==> src/rtl/vga_pkg.sv <==
// Shared definitions for the VGA framebuffer bus bridge: read-FSM states,
// register-window offsets and CTRL/STATUS bit positions.
package vga_pkg;

    // States of the framebuffer read sequencer
    typedef enum logic [1:0] {
        RD_IDLE  = 2'd0,
        RD_DRAIN = 2'd1,
        RD_WAIT  = 2'd2,
        RD_DONE  = 2'd3
    } rd_state_t;

    // Byte offsets inside the register window
    localparam int CTRL_OFFSET   = 'h0;
    localparam int STATUS_OFFSET = 'h4;

    // CTRL bit positions
    localparam int CTRL_ENABLE_BIT = 0;
    localparam int CTRL_FLUSH_BIT  = 1;

    // STATUS field positions
    localparam int STATUS_COUNT_WIDTH = 8;
    localparam int STATUS_FULL_BIT    = 8;
    localparam int STATUS_EMPTY_BIT   = 9;

endpackage

==> src/rtl/vga_post_fifo.sv <==
// Posted-write FIFO: synchronous, power-of-two depth, flush that overrides
// any same-cycle push/pop, and push+pop allowed together while full.
module vga_post_fifo #(
    parameter int WIDTH     = 8,
    parameter int DEPTH     = 4,
    parameter int CNT_WIDTH = $clog2(DEPTH) + 1
) (
    input  logic                 clk,
    input  logic                 n_rst,
    input  logic                 push,
    input  logic [WIDTH-1:0]     push_data,
    input  logic                 pop,
    input  logic                 flush,
    output logic [WIDTH-1:0]     head,
    output logic                 full,
    output logic                 empty,
    output logic [CNT_WIDTH-1:0] count
);
    import vga_pkg::*;

    localparam int PTR_WIDTH = $clog2(DEPTH);

    logic [WIDTH-1:0]     mem [DEPTH];
    logic [PTR_WIDTH-1:0] wr_ptr;
    logic [PTR_WIDTH-1:0] rd_ptr;
    logic [CNT_WIDTH-1:0] count_q;

    assign count = count_q;
    assign full  = (count_q == CNT_WIDTH'(DEPTH));
    assign empty = (count_q == '0);
    assign head  = mem[rd_ptr];

    // Pointer and occupancy bookkeeping; flush returns everything to zero
    always_ff @(posedge clk or negedge n_rst) begin
        if (!n_rst) begin
            wr_ptr  <= '0;
            rd_ptr  <= '0;
            count_q <= '0;
        end else if (flush) begin
            wr_ptr  <= '0;
            rd_ptr  <= '0;
            count_q <= '0;
        end else begin
            if (push) begin
                wr_ptr <= wr_ptr + PTR_WIDTH'(1);
            end
            if (pop) begin
                rd_ptr <= rd_ptr + PTR_WIDTH'(1);
            end
            case ({push, pop})
                2'b10:   count_q <= count_q + CNT_WIDTH'(1);
                2'b01:   count_q <= count_q - CNT_WIDTH'(1);
                default: count_q <= count_q;
            endcase
        end
    end

    // Entry storage; contents need no reset because the count gates visibility
    always_ff @(posedge clk) begin
        if (push && !flush) begin
            mem[wr_ptr] <= push_data;
        end
    end

endmodule

==> src/rtl/vga_fb_bridge.sv <==
// Bus subordinate in front of the VGA framebuffer. Writes are posted through
// a small FIFO, reads wait for that FIFO to drain so they observe all earlier
// writes, and a two-register window exposes enable/flush and FIFO status.
module vga_fb_bridge #(
    parameter int ADDR_WIDTH    = 32,
    parameter int DATA_WIDTH    = 32,
    parameter int FB_ADDR_WIDTH = 17,
    parameter int FIFO_DEPTH    = 4,
    parameter int FB_RD_LATENCY = 2
) (
    input  logic                      clk,
    input  logic                      n_rst,
    input  logic                      bus_wen,
    input  logic                      bus_ren,
    input  logic [ADDR_WIDTH-1:0]     bus_addr,
    input  logic [DATA_WIDTH-1:0]     bus_wdata,
    input  logic [DATA_WIDTH/8-1:0]   bus_strobe,
    output logic [DATA_WIDTH-1:0]     bus_rdata,
    output logic                      bus_error,
    output logic                      bus_request_stall,
    output logic                      fb_wen,
    output logic [FB_ADDR_WIDTH-1:0]  fb_waddr,
    output logic [DATA_WIDTH-1:0]     fb_wdata,
    output logic [DATA_WIDTH/8-1:0]   fb_wstrb,
    input  logic                      fb_wready,
    output logic                      fb_ren,
    output logic [FB_ADDR_WIDTH-1:0]  fb_raddr,
    input  logic [DATA_WIDTH-1:0]     fb_rdata
);
    import vga_pkg::*;

    localparam int STRB_WIDTH  = DATA_WIDTH / 8;
    localparam int SEL_BIT     = FB_ADDR_WIDTH + 2;
    localparam int OFF_WIDTH   = FB_ADDR_WIDTH + 2;
    localparam int ENTRY_WIDTH = FB_ADDR_WIDTH + DATA_WIDTH + STRB_WIDTH;
    localparam int CNT_WIDTH   = $clog2(FIFO_DEPTH) + 1;
    localparam int LAT_WIDTH   = $clog2(FB_RD_LATENCY + 1);

    localparam logic [OFF_WIDTH-1:0] CTRL_OFF   = OFF_WIDTH'(CTRL_OFFSET);
    localparam logic [OFF_WIDTH-1:0] STATUS_OFF = OFF_WIDTH'(STATUS_OFFSET);
    localparam logic [LAT_WIDTH-1:0] LAT_LAST   = LAT_WIDTH'(FB_RD_LATENCY - 1);

    // Decode results
    logic request;
    logic high_set;
    logic misaligned;
    logic reg_sel;
    logic is_ctrl;
    logic is_status;
    logic addr_error;
    logic fb_wr_req;
    logic fb_rd_req;
    logic ctrl_wr;

    // Control register and FIFO interface
    logic                     ctrl_enable;
    logic                     flush;
    logic                     push;
    logic                     pop;
    logic                     wr_stall;
    logic [ENTRY_WIDTH-1:0]   push_entry;
    logic [ENTRY_WIDTH-1:0]   head_entry;
    logic                     fifo_full;
    logic                     fifo_empty;
    logic [CNT_WIDTH-1:0]     fifo_count;
    logic [FB_ADDR_WIDTH-1:0] head_addr;
    logic [DATA_WIDTH-1:0]    head_data;
    logic [STRB_WIDTH-1:0]    head_strb;
    logic [FB_ADDR_WIDTH-1:0] hold_addr;
    logic [DATA_WIDTH-1:0]    hold_data;
    logic [STRB_WIDTH-1:0]    hold_strb;

    // Read sequencer
    rd_state_t                state;
    rd_state_t                state_next;
    logic [LAT_WIDTH-1:0]     lat_cnt;
    logic                     rd_stall;
    logic                     rd_capture;
    logic                     rd_complete;
    logic [FB_ADDR_WIDTH-1:0] rd_addr;
    logic [DATA_WIDTH-1:0]    rd_data;

    // Classify the current request and flag anything that must be rejected
    always_comb begin
        request    = bus_wen | bus_ren;
        high_set   = |(bus_addr >> (SEL_BIT + 1));
        misaligned = |bus_addr[1:0];
        reg_sel    = bus_addr[SEL_BIT];
        is_ctrl    = reg_sel && (bus_addr[OFF_WIDTH-1:0] == CTRL_OFF);
        is_status  = reg_sel && (bus_addr[OFF_WIDTH-1:0] == STATUS_OFF);
        addr_error = request && (high_set || misaligned ||
                     (reg_sel && !(is_ctrl || (is_status && bus_ren))));
        fb_wr_req  = bus_wen && !reg_sel && !addr_error;
        fb_rd_req  = bus_ren && !reg_sel && !addr_error;
        ctrl_wr    = bus_wen && is_ctrl && !addr_error;
    end

    // Posting and draining: a full FIFO still accepts a push when it pops
    always_comb begin
        fb_wen     = !fifo_empty && ctrl_enable;
        pop        = fb_wen && fb_wready;
        wr_stall   = fb_wr_req && fifo_full && !pop;
        push       = fb_wr_req && !wr_stall;
        flush      = ctrl_wr && bus_strobe[0] && bus_wdata[CTRL_FLUSH_BIT];
        push_entry = {bus_addr[SEL_BIT-1:2], bus_wdata, bus_strobe};
    end

    assign head_addr = head_entry[ENTRY_WIDTH-1 -: FB_ADDR_WIDTH];
    assign head_data = head_entry[STRB_WIDTH +: DATA_WIDTH];
    assign head_strb = head_entry[STRB_WIDTH-1:0];

    vga_post_fifo #(
        .WIDTH     (ENTRY_WIDTH),
        .DEPTH     (FIFO_DEPTH),
        .CNT_WIDTH (CNT_WIDTH)
    ) u_post_fifo (
        .clk       (clk),
        .n_rst     (n_rst),
        .push      (push),
        .push_data (push_entry),
        .pop       (pop),
        .flush     (flush),
        .head      (head_entry),
        .full      (fifo_full),
        .empty     (fifo_empty),
        .count     (fifo_count)
    );

    // CTRL.enable; flush is an action only and is never stored
    always_ff @(posedge clk or negedge n_rst) begin
        if (!n_rst) begin
            ctrl_enable <= 1'b1;
        end else if (ctrl_wr && bus_strobe[0]) begin
            ctrl_enable <= bus_wdata[CTRL_ENABLE_BIT];
        end
    end

    // Remember the last presented write so idle write ports stay steady
    always_ff @(posedge clk or negedge n_rst) begin
        if (!n_rst) begin
            hold_addr <= '0;
            hold_data <= '0;
            hold_strb <= '0;
        end else if (fb_wen) begin
            hold_addr <= head_addr;
            hold_data <= head_data;
            hold_strb <= head_strb;
        end
    end

    // Write port shows the FIFO head only while it is actually offered
    always_comb begin
        fb_waddr = fb_wen ? head_addr : hold_addr;
        fb_wdata = fb_wen ? head_data : hold_data;
        fb_wstrb = fb_wen ? head_strb : hold_strb;
    end

    // Read sequencer state register
    always_ff @(posedge clk or negedge n_rst) begin
        if (!n_rst) begin
            state <= RD_IDLE;
        end else begin
            state <= state_next;
        end
    end

    // Read sequencer transitions: drain posted writes, issue, wait, complete
    always_comb begin
        state_next = state;
        case (state)
            RD_IDLE:  if (fb_rd_req)            state_next = RD_DRAIN;
            RD_DRAIN: if (fifo_empty)           state_next = RD_WAIT;
            RD_WAIT:  if (lat_cnt == LAT_LAST)  state_next = RD_DONE;
            RD_DONE:                            state_next = RD_IDLE;
            default:                            state_next = RD_IDLE;
        endcase
    end

    // Read sequencer outputs
    always_comb begin
        rd_stall    = 1'b0;
        fb_ren      = 1'b0;
        rd_capture  = 1'b0;
        rd_complete = 1'b0;
        case (state)
            RD_IDLE: begin
                rd_stall = fb_rd_req;
            end
            RD_DRAIN: begin
                rd_stall = 1'b1;
                fb_ren   = fifo_empty;
            end
            RD_WAIT: begin
                rd_stall   = 1'b1;
                rd_capture = (lat_cnt == LAT_LAST);
            end
            RD_DONE: begin
                rd_complete = 1'b1;
            end
            default: begin
                rd_stall = 1'b0;
            end
        endcase
    end

    // Latency counter restarts every time the sequencer is draining
    always_ff @(posedge clk or negedge n_rst) begin
        if (!n_rst) begin
            lat_cnt <= '0;
        end else if (state == RD_DRAIN) begin
            lat_cnt <= '0;
        end else if (state == RD_WAIT) begin
            lat_cnt <= lat_cnt + LAT_WIDTH'(1);
        end
    end

    // Latch the read word address when the read is accepted
    always_ff @(posedge clk or negedge n_rst) begin
        if (!n_rst) begin
            rd_addr <= '0;
        end else if ((state == RD_IDLE) && fb_rd_req) begin
            rd_addr <= bus_addr[SEL_BIT-1:2];
        end
    end

    assign fb_raddr = rd_addr;

    // Capture framebuffer data in the last latency cycle
    always_ff @(posedge clk or negedge n_rst) begin
        if (!n_rst) begin
            rd_data <= '0;
        end else if (rd_capture) begin
            rd_data <= fb_rdata;
        end
    end

    // Read data mux: registers complete at once, framebuffer reads in RD_DONE
    always_comb begin
        bus_rdata = '0;
        if (bus_ren && !addr_error) begin
            if (is_ctrl) begin
                bus_rdata[CTRL_ENABLE_BIT] = ctrl_enable;
            end else if (is_status) begin
                bus_rdata[STATUS_COUNT_WIDTH-1:0] = STATUS_COUNT_WIDTH'(fifo_count);
                bus_rdata[STATUS_FULL_BIT]        = fifo_full;
                bus_rdata[STATUS_EMPTY_BIT]       = fifo_empty;
            end else if (rd_complete) begin
                bus_rdata = rd_data;
            end
        end
    end

    assign bus_error         = addr_error;
    assign bus_request_stall = wr_stall | rd_stall;

endmodule

==> config.mk <==
export PLATFORM = sky130hd
export DESIGN_NAME = vga_fb_bridge
export DESIGN_NICKNAME = d
export VERILOG_FILES = /design/src/rtl/vga_pkg.sv /design/src/rtl/vga_post_fifo.sv /design/src/rtl/vga_fb_bridge.sv
export SDC_FILE = /design/constraint.sdc
export NUM_CORES = 1
export LEC_CHECK = 0
export CAP_MARGIN = 10
export CORE_MARGIN = 1.5
export CORE_UTILIZATION = 26
export CTS_BUF_LIST = sky130_fd_sc_hd__clkbuf_2
export DETAILED_ROUTE_END_ITERATION = 8
export SYNTH_ARGS = -nofsm -noshare
export SYNTH_HDL_FRONTEND = slang
export SYNTH_SLANG_ARGS = --single-unit
==> constraint.sdc <==
create_clock -name clk -period 2.8 [get_ports clk]
set_input_delay 0.56 -clock clk [delete_from_list [all_inputs] [get_ports clk]]
set_output_delay 0.56 -clock clk [all_outputs]
set_load 0.02 [all_outputs]
==> results.toml <==
[synth]
synth_edf_count = 212
synthTopCellsByCount = "edfxtp_1, dfrtp_1, mux2_2, mux4_2, and2_1"
syn_area_per_cell_um2 = 19.6
yosysSeqAreaShare_pct = 72.5
synth_compound_area_share_pct = 1.06
synthArstFlopShare_pct = 35.0
synth_adder_area_share_pct = 1.24
synth.area.top_cells = "edfxtp_1, dfrtp_1, mux4_2, mux2_2, and2_1"
synth_warnings = 0
synth_fp_nets = 766
synthFlopType = "edfxtp_1"
synthCells = 649
yosys.area_share.simple_pct = 4.58
synth_top_family_by_area = "multiplexers"
muxShareOfSynthArea_pct = 19.1
synthXorXnorAreaFrac_pct = 0.207
yosysTopAreaCell = "edfxtp_1"
synth_top_cell_area_share_pct = 50.0
synth.most_common_cell = "edfxtp_1"
synth_cell_types = 44
syn_area_um2 = 12700
ys_ff_latch = 326

[final_layout]
syn2layout_area_growth_pct = 46.5
seq_area_um2 = 9230
multiInputGateArea_um2 = 3730
fill_cells = 4534
layout.nets = 1204
design_area_um2 = 18600
final_layout_size_suffix_gt1_share_pct = 51.2
finish.utilization_pct = 38.8
stdcell_count = 1779

[critical_path]
path_buf_inv = 3
cp_num_cells = 5
crit_family = "multiplexers"
critPathCaptureType = "primary output"
start_kind = "flop"
cp.arrival_ps = 2770
startpoint = "u_post_fifo.rd_ptr[0]$_DFFE_PN0P_"
timing.rr.start = "u_post_fifo.count[0]$_DFFE_PN0P_"
critPathMaxStageDelay_ps = 490
critPathSlowestCell = "mux4_2"
crit_chain = "buf_4 > clkbuf_16 > mux4_2 > mux2_2 > buf_2"
cp_max_fo = 5
critPathRequiredTime_ps = 2240
reg2reg_depth = 13
path_class = "reg -> out"

[placement]
io_buffers = 210
dpl.cell_count = 1522
gp_congestion = 0.704
hpwl_um = 20000
place_area_um2 = 16400

[global_routing]
grtUsageTotal_pct = 13.8
overflow = 0
grt_max_degree = 44
antenna_found_initial = 3
grt_pass1_wl_um = 51100
grt_pass1_vias = 8549

[route]
routedWlPerCell_um = 19.4
drt_first_iter_violations = 339
vias = 7771
drc = 0
wl_um = 34500
wl_met2_um = 16600
ant_nets = 0
met1_length_um = 14400
highest_layer = "met5"
firstDrtPassIters = 6
vias_per_cell = 4.37
dr_wl_met3_um = 2850

[outcome]
status = "finished with violations"
violations = "negative setup slack"

[timing]
setup_viol = 87
finalWorstSetupSlack_ps = -529
hold_viol = 0
fmax_ghz = 0.300
period_share_pct = 119
fin_skew_ps = 66.8
slew_violations = 0
fin_crit_ps = 3330
worst_slew_pin_slew_ps = 1090
timing.hold.ws_ps = 199
rsz0062_at_grt = "yes"
slew_headroom_pct = 27.3

[cts]
clk_latency_ps = 1010
clock_sinks = 326
cts-buffers-inserted = 89
cts_tree = "built"
htree_levels = 3
root_buffer = "clkbuf_2"
path_clk_slew_ps = 100
clk_path_buf_depth = 3

[floorplanning]
ios = 211
die_w_um = 224
rows = 80
die_area_um2 = 50300
initial_core_util_pct = 26.5
die_h_um = 224
coreArea_um2 = 48000

[power_and_ir_drop]
p_total_mw = 10.3
max-vdd-ir-drop_mv = 0.391
p_leak_nw = 7.69
powerDensity_nw_per_um2 = 551

[run]
max_cap_violations = 0

[worst_hold_path]
hp-start = "fb_rdata[4]"
holdPathStages = 2
hold_path_class = "in -> reg"
[stage by stage]
step	setup TNS [ps]	setup slack, ps
2_1_floorplan	0	59.9
3_3_place_gp	-75690	-774
3_5_place_dp	-85160	-762
4_1_cts	-52920	-756
5_1_grt	-51660	-745
6_report	-32770	-529
[where the power goes]
group	total, mW	internal [mW]	switching, mW
combinational	1.27	0.739	0.530
sequential	5.57	5.40	0.170
clock	3.43	1.41	2.03
total	10.3	7.55	2.73
[sequential cells by signal (all words and copies together) (netlist names)]
register / cells
u_post_fifo.mem: 212
hold_data: 32
rd_data: 32
fb_raddr: 17
hold_addr: 17
hold_strb: 4
u_post_fifo.count: 3
lat_cnt: 2
state: 2
u_post_fifo.rd_ptr: 2
u_post_fifo.wr_ptr: 2
ctrl_enable: 1
[logic make-up after synthesis]
logic type | count (synthesis)
fa+ha+maj | 12
xor+xnor | 3
compound gates | 20
mux | 160
buf+inv | 38
simple gates | 90
flops | 326
[worst paths after layout]
kind,endpoint,slack [ps]
max in group asynchronous,hold_data[20]$_DFF_PN0_,290
hold / removal,rd_data[4]$_DFFE_PN0P_,200
hold reg to reg,fb_raddr[16]$_DFFE_PN0P_,500
setup / recovery,fb_wdata[13],-530
setup reg to reg,u_post_fifo.mem[2][40]$_DFFE_PP_,100
min in group asynchronous,hold_data[12]$_DFF_PN0_,640
[per-layer routing]
metal  GRT usage [%]  vias to the layer above
li1                -                     3485
met1            16.6                     3959
met4            5.39                        2
met5               0                        -
met3            5.37                       52
met2            22.1                      273
[area by class of cell]
cell class	instances	share of cell area, %
multi-input cells	285	20.0
repair buffers	375	21.6
well taps	615	4.13
clock buffers	138	3.71
inverters	10	0.242
flip-flops and latches	326	49.5
clock inverters	27	0.765
diodes	3	0.0403
[what timing repair did]
action	4_1_cts	5_1_grt
gates resized for setup	606	54
hold buffers	28	3
pin swaps	20	41
endpoints found under the setup margin	91	227
cloned	8	4
setup buffers	36	21
endpoints found under the hold margin	140	15
[layout by cell type (no fill, tap or decap), types with 4 or more instances in the layout]
cell type        instances
a22o_1                   4
a31oi_1                  4
and2_4                  33
buf_12                  30
buf_16                   5
buf_2                   15
buf_4                   87
buf_6                   81
clkbuf_16                4
clkbuf_2               138
clkdlybuf4s50_1        102
clkinv_1                18
clkinv_2                 5
dfrtp_1                111
dlygate4sd2_1           12
dlygate4sd3_1           31
dlymetal6s2s_1           6
edfxtp_1               212
ha_1                     8
inv_1                    7
mux2_2                  56
mux2_4                  47
mux4_2                  53
nand2_1                  9
nor2_1                  12
nor4_4                   4
(Power assumes the default switching activity.)
==> variant 1: new RTL, config.mk and constraints unchanged <==
Change the parameter `FB_ADDR_WIDTH` from 17 to 21.
--- a/src/rtl/vga_fb_bridge.sv
+++ b/src/rtl/vga_fb_bridge.sv
@@ -5,5 +5,5 @@
     parameter int ADDR_WIDTH    = 32,
     parameter int DATA_WIDTH    = 32,
-    parameter int FB_ADDR_WIDTH = 17,
+    parameter int FB_ADDR_WIDTH = 21,
     parameter int FIFO_DEPTH    = 4,
     parameter int FB_RD_LATENCY = 2
Interface: changed (resized fb_raddr and fb_waddr); port bits go from 211 to 219. No check against the original RTL was run, so the function may have changed too.
==> variant 1 against the unedited design <==
- synthesized cell count rose by 7.7%
- design area rose by 9.3%
- the run still ends with negative setup slack left
- clock power rose by 13%
- worst setup slack lost 0.094 ns
- sequential share of layout area down 0.87 points
- sequential cell count up 24
- wire length is 12% higher
- via count up 8.0%
- worst hold slack worse by 0.023 ns
- total power is 8.6% higher
- synthesized area rose by 7.9%
- register-to-register slack gained 0.37 ns
- count of clock-buffer cells in the layout shrank 3
- largest power group unchanged
==> variant 1: results (changes against the unedited design) <==
[run_status]
status=finished with violations
violations=negative setup slack

[global_route]
grt_usage_pct=14.1  ; +0.37 points
antenna_found_initial=5  ; +2

[clock_tree]
numCtsBuffers=93  ; +4.5%
cts_hold_buf=58  ; +110%

[route]
wl_met2_mm=18.6  ; +12%
drt_iter0_drc=377  ; +11%
vias=8390  ; +8.0%
via_per_inst=4.32  ; -0.99%

[sta]
layout_setup_ws_ns=-0.623  ; -0.0940 ns
tns_ns=-39.92  ; -7.15 ns
setup_viol=92  ; +5.7%
finClkSkew_ns=0.0881  ; +0.0212 ns

[placement]
place_inst=1658  ; +8.9%
io_buffers=218  ; +3.8%
dp.final_hpwl_mm=22.2  ; +11%
dp_slack_ns=-1.10  ; -0.336 ns

[cells_and_area]
fill_cells=4892  ; +7.9%

[worst_setup_path]
slowest_stage=dfrtp_4
worstPathMaxFanout=6  ; +1

[yosys]
syn-mean-instance-area_um2=19.6  ; +0.21%
async_flop_share_pct=34.9  ; -0.11 points
seq_area_frac_synth_pct=72.1  ; -0.37 points

[pwr]
power.switching_mw=2.93  ; +7.4%

## variant 1: cell count changes in the layout (fill, tap and decap cells not counted), sizes merged, moves of 5 or more
cell and change:
dfrtp +8, clkinv +5, a32oi +5, edfxtp +16, dlymetal6s2s -5, buf +8
dlygate4sd3 +28, mux2 +8, nor2b +5
## variant 1: metrics by stage
stage               area (um^2)  hold WS [ns]
floorplan                 13700         0.264
global placement          17500         0.454
detailed placement        17500         0.454
CTS                       19900       0.00206
global route              20400        0.0576
finish                    20400         0.176
## variant 1: cell type report
| type | instances | share of cell area [%] |
|---|---|---|
| timing repair buffer | 412 | 22.2 |
| sequential | 350 | 48.7 |
| inverter | 6 | 0.147 |
| tap | 688 | 4.23 |
| clock buffer | 135 | 3.32 |
| antenna | 2 | 0.0246 |
| multi-input combinational | 313 | 20.2 |
| clock inverter | 34 | 1.21 |
## variant 1: logic make-up (layout without fill, tap and decap cells)
group | count (synthesis) | count (layout) | share of synthesized area [%]
compound gates | 23 | 23 | 1.23
xor+xnor | 3 | 3 | 0.191
fa+ha+maj | 12 | 12 | 1.15
buf+inv | 36 | 587 | 1.42
flops | 350 | 350 | 72.1
mux | 174 | 174 | 19.4
other cells | 0 | 2 | 0
simple gates | 101 | 101 | 4.47
## variant 1: worst paths after layout
path                       cells past startpoint                endpoint                   from  slack [ns]
setup / recovery                               6             fb_waddr[0]  u_post_fifo.rd_ptr[0]       -0.62
hold / removal                                 1  u_post_fifo.mem[2][34]          bus_wdata[30]        0.18
setup reg to reg                               8    u_post_fifo.count[2]   u_post_fifo.count[1]        0.47
hold reg to reg                                1            hold_data[9]           hold_data[9]        0.51
max in group asynchronous                      4           hold_data[28]                  n_rst        0.71
min in group asynchronous                      4            hold_data[1]                  n_rst        0.60
==> variant 2: new RTL, same flow settings <==
Made on the original files. Register the output `bus_error`, without a reset; this adds one clock of latency there. The other outputs are not delayed to match.
--- a/src/rtl/vga_fb_bridge.sv
+++ b/src/rtl/vga_fb_bridge.sv
@@ -251,5 +251,7 @@
     end
 
-    assign bus_error         = addr_error;
+    always_ff @(posedge clk) begin
+        bus_error <= addr_error;
+    end
     assign bus_request_stall = wr_stall | rd_stall;
 
Behaviour: not the same (a bounded check fails within 4 cycles, from zero or initial values and one cycle with n_rst low).
==> variant 2 against the unedited design <==
- total power is 1.1% higher
- design area is 1.1% higher
- synthesized cell count is 0.15% higher
- wire length is 0.69% lower
- sequential cell count is 1 higher
- synthesized area is 0.16% higher
- worst setup slack worse by 0.078 ns
- global-route usage is 0.33 points higher
- the flow still finishes with violations (negative setup slack)
==> variant 2: results (changes against the unedited design) <==
[cells_and_area]
fill_cells=4467  ; -1.5%
fin_nets=1210  ; +0.50%

[worst_setup_path]
r2r_end=u_post_fifo.count[2]
max_stage_delay_ns=0.53  ; +0.04 ns
cp-endpoint=fb_waddr[3]
worstPathMaxFanout=6  ; +1
r2r-start=u_post_fifo.count[1]
slowest_stage=dfrtp_4
rrSetupSlack_ns=0.50  ; +0.40 ns

[sta]
layout_setup_ws_ns=-0.606  ; -0.0777 ns
max_slew.worst_pin.slew_ns=0.455  ; -0.632 ns
setup_viol=87  ; unchanged

[yosys]
synth_xor_area_share_pct=0.206  ; -0.00032 points
syn_nets=767  ; +0.13%
ys_types=45  ; +2.3%
async_flop_share_pct=34.9  ; -0.11 points
seq_area_frac_synth_pct=72.5  ; about the same

[run_status]
status=finished with violations
violations=negative setup slack

[pwr]
power.switching_mw=2.76  ; +1.2%

[clock_tree]
clk_pin_slew_ns=0.12  ; +0.02 ns
numCtsBuffers=90  ; +1.1%

[placement]
dp.final_hpwl_mm=19.6  ; -2.3%
gp_congestion=0.718  ; +1.9%

[global_route]
grt_pass1_wl_mm=52.0  ; +1.8%
grt_start_max_net_pins=46  ; +4.5%

[route]
dr.max_layer_used=met4

[min_path]
min_from=fb_rdata[21]

## variant 2: changes by cell type in the layout (fill, tap and decap cells not counted), sizes merged, moves of 5 or more
cell,delta
dlygate4sd3,+13
clkdlybuf4s50,+17
buf,-6
clkinv,+16
clkbuf,-19
dlymetal6s2s,-5
dlygate4sd2,-11
## variant 2: logic make-up after synthesis
group,after synthesis
flip-flops,327
adder cells (fa/ha/maj),12
AND/OR/NAND/NOR,90
AO/OA/AOI/OAI,20
multiplexers,160
XOR/XNOR,3
buffers and inverters,38
## variant 2: area by class of cell
cell class / instances / area (um^2) / area share (%)
flip-flops and latches: 327 / 9250 / 49.1
inverters: 10 / 42.5 / 0.226
repair buffers: 379 / 4170 / 22.2
multi-input cells: 285 / 3680 / 19.6
well taps: 615 / 769 / 4.09
clock inverters: 45 / 285 / 1.51
diodes: 5 / 12.5 / 0.0664
clock buffers: 123 / 616 / 3.27
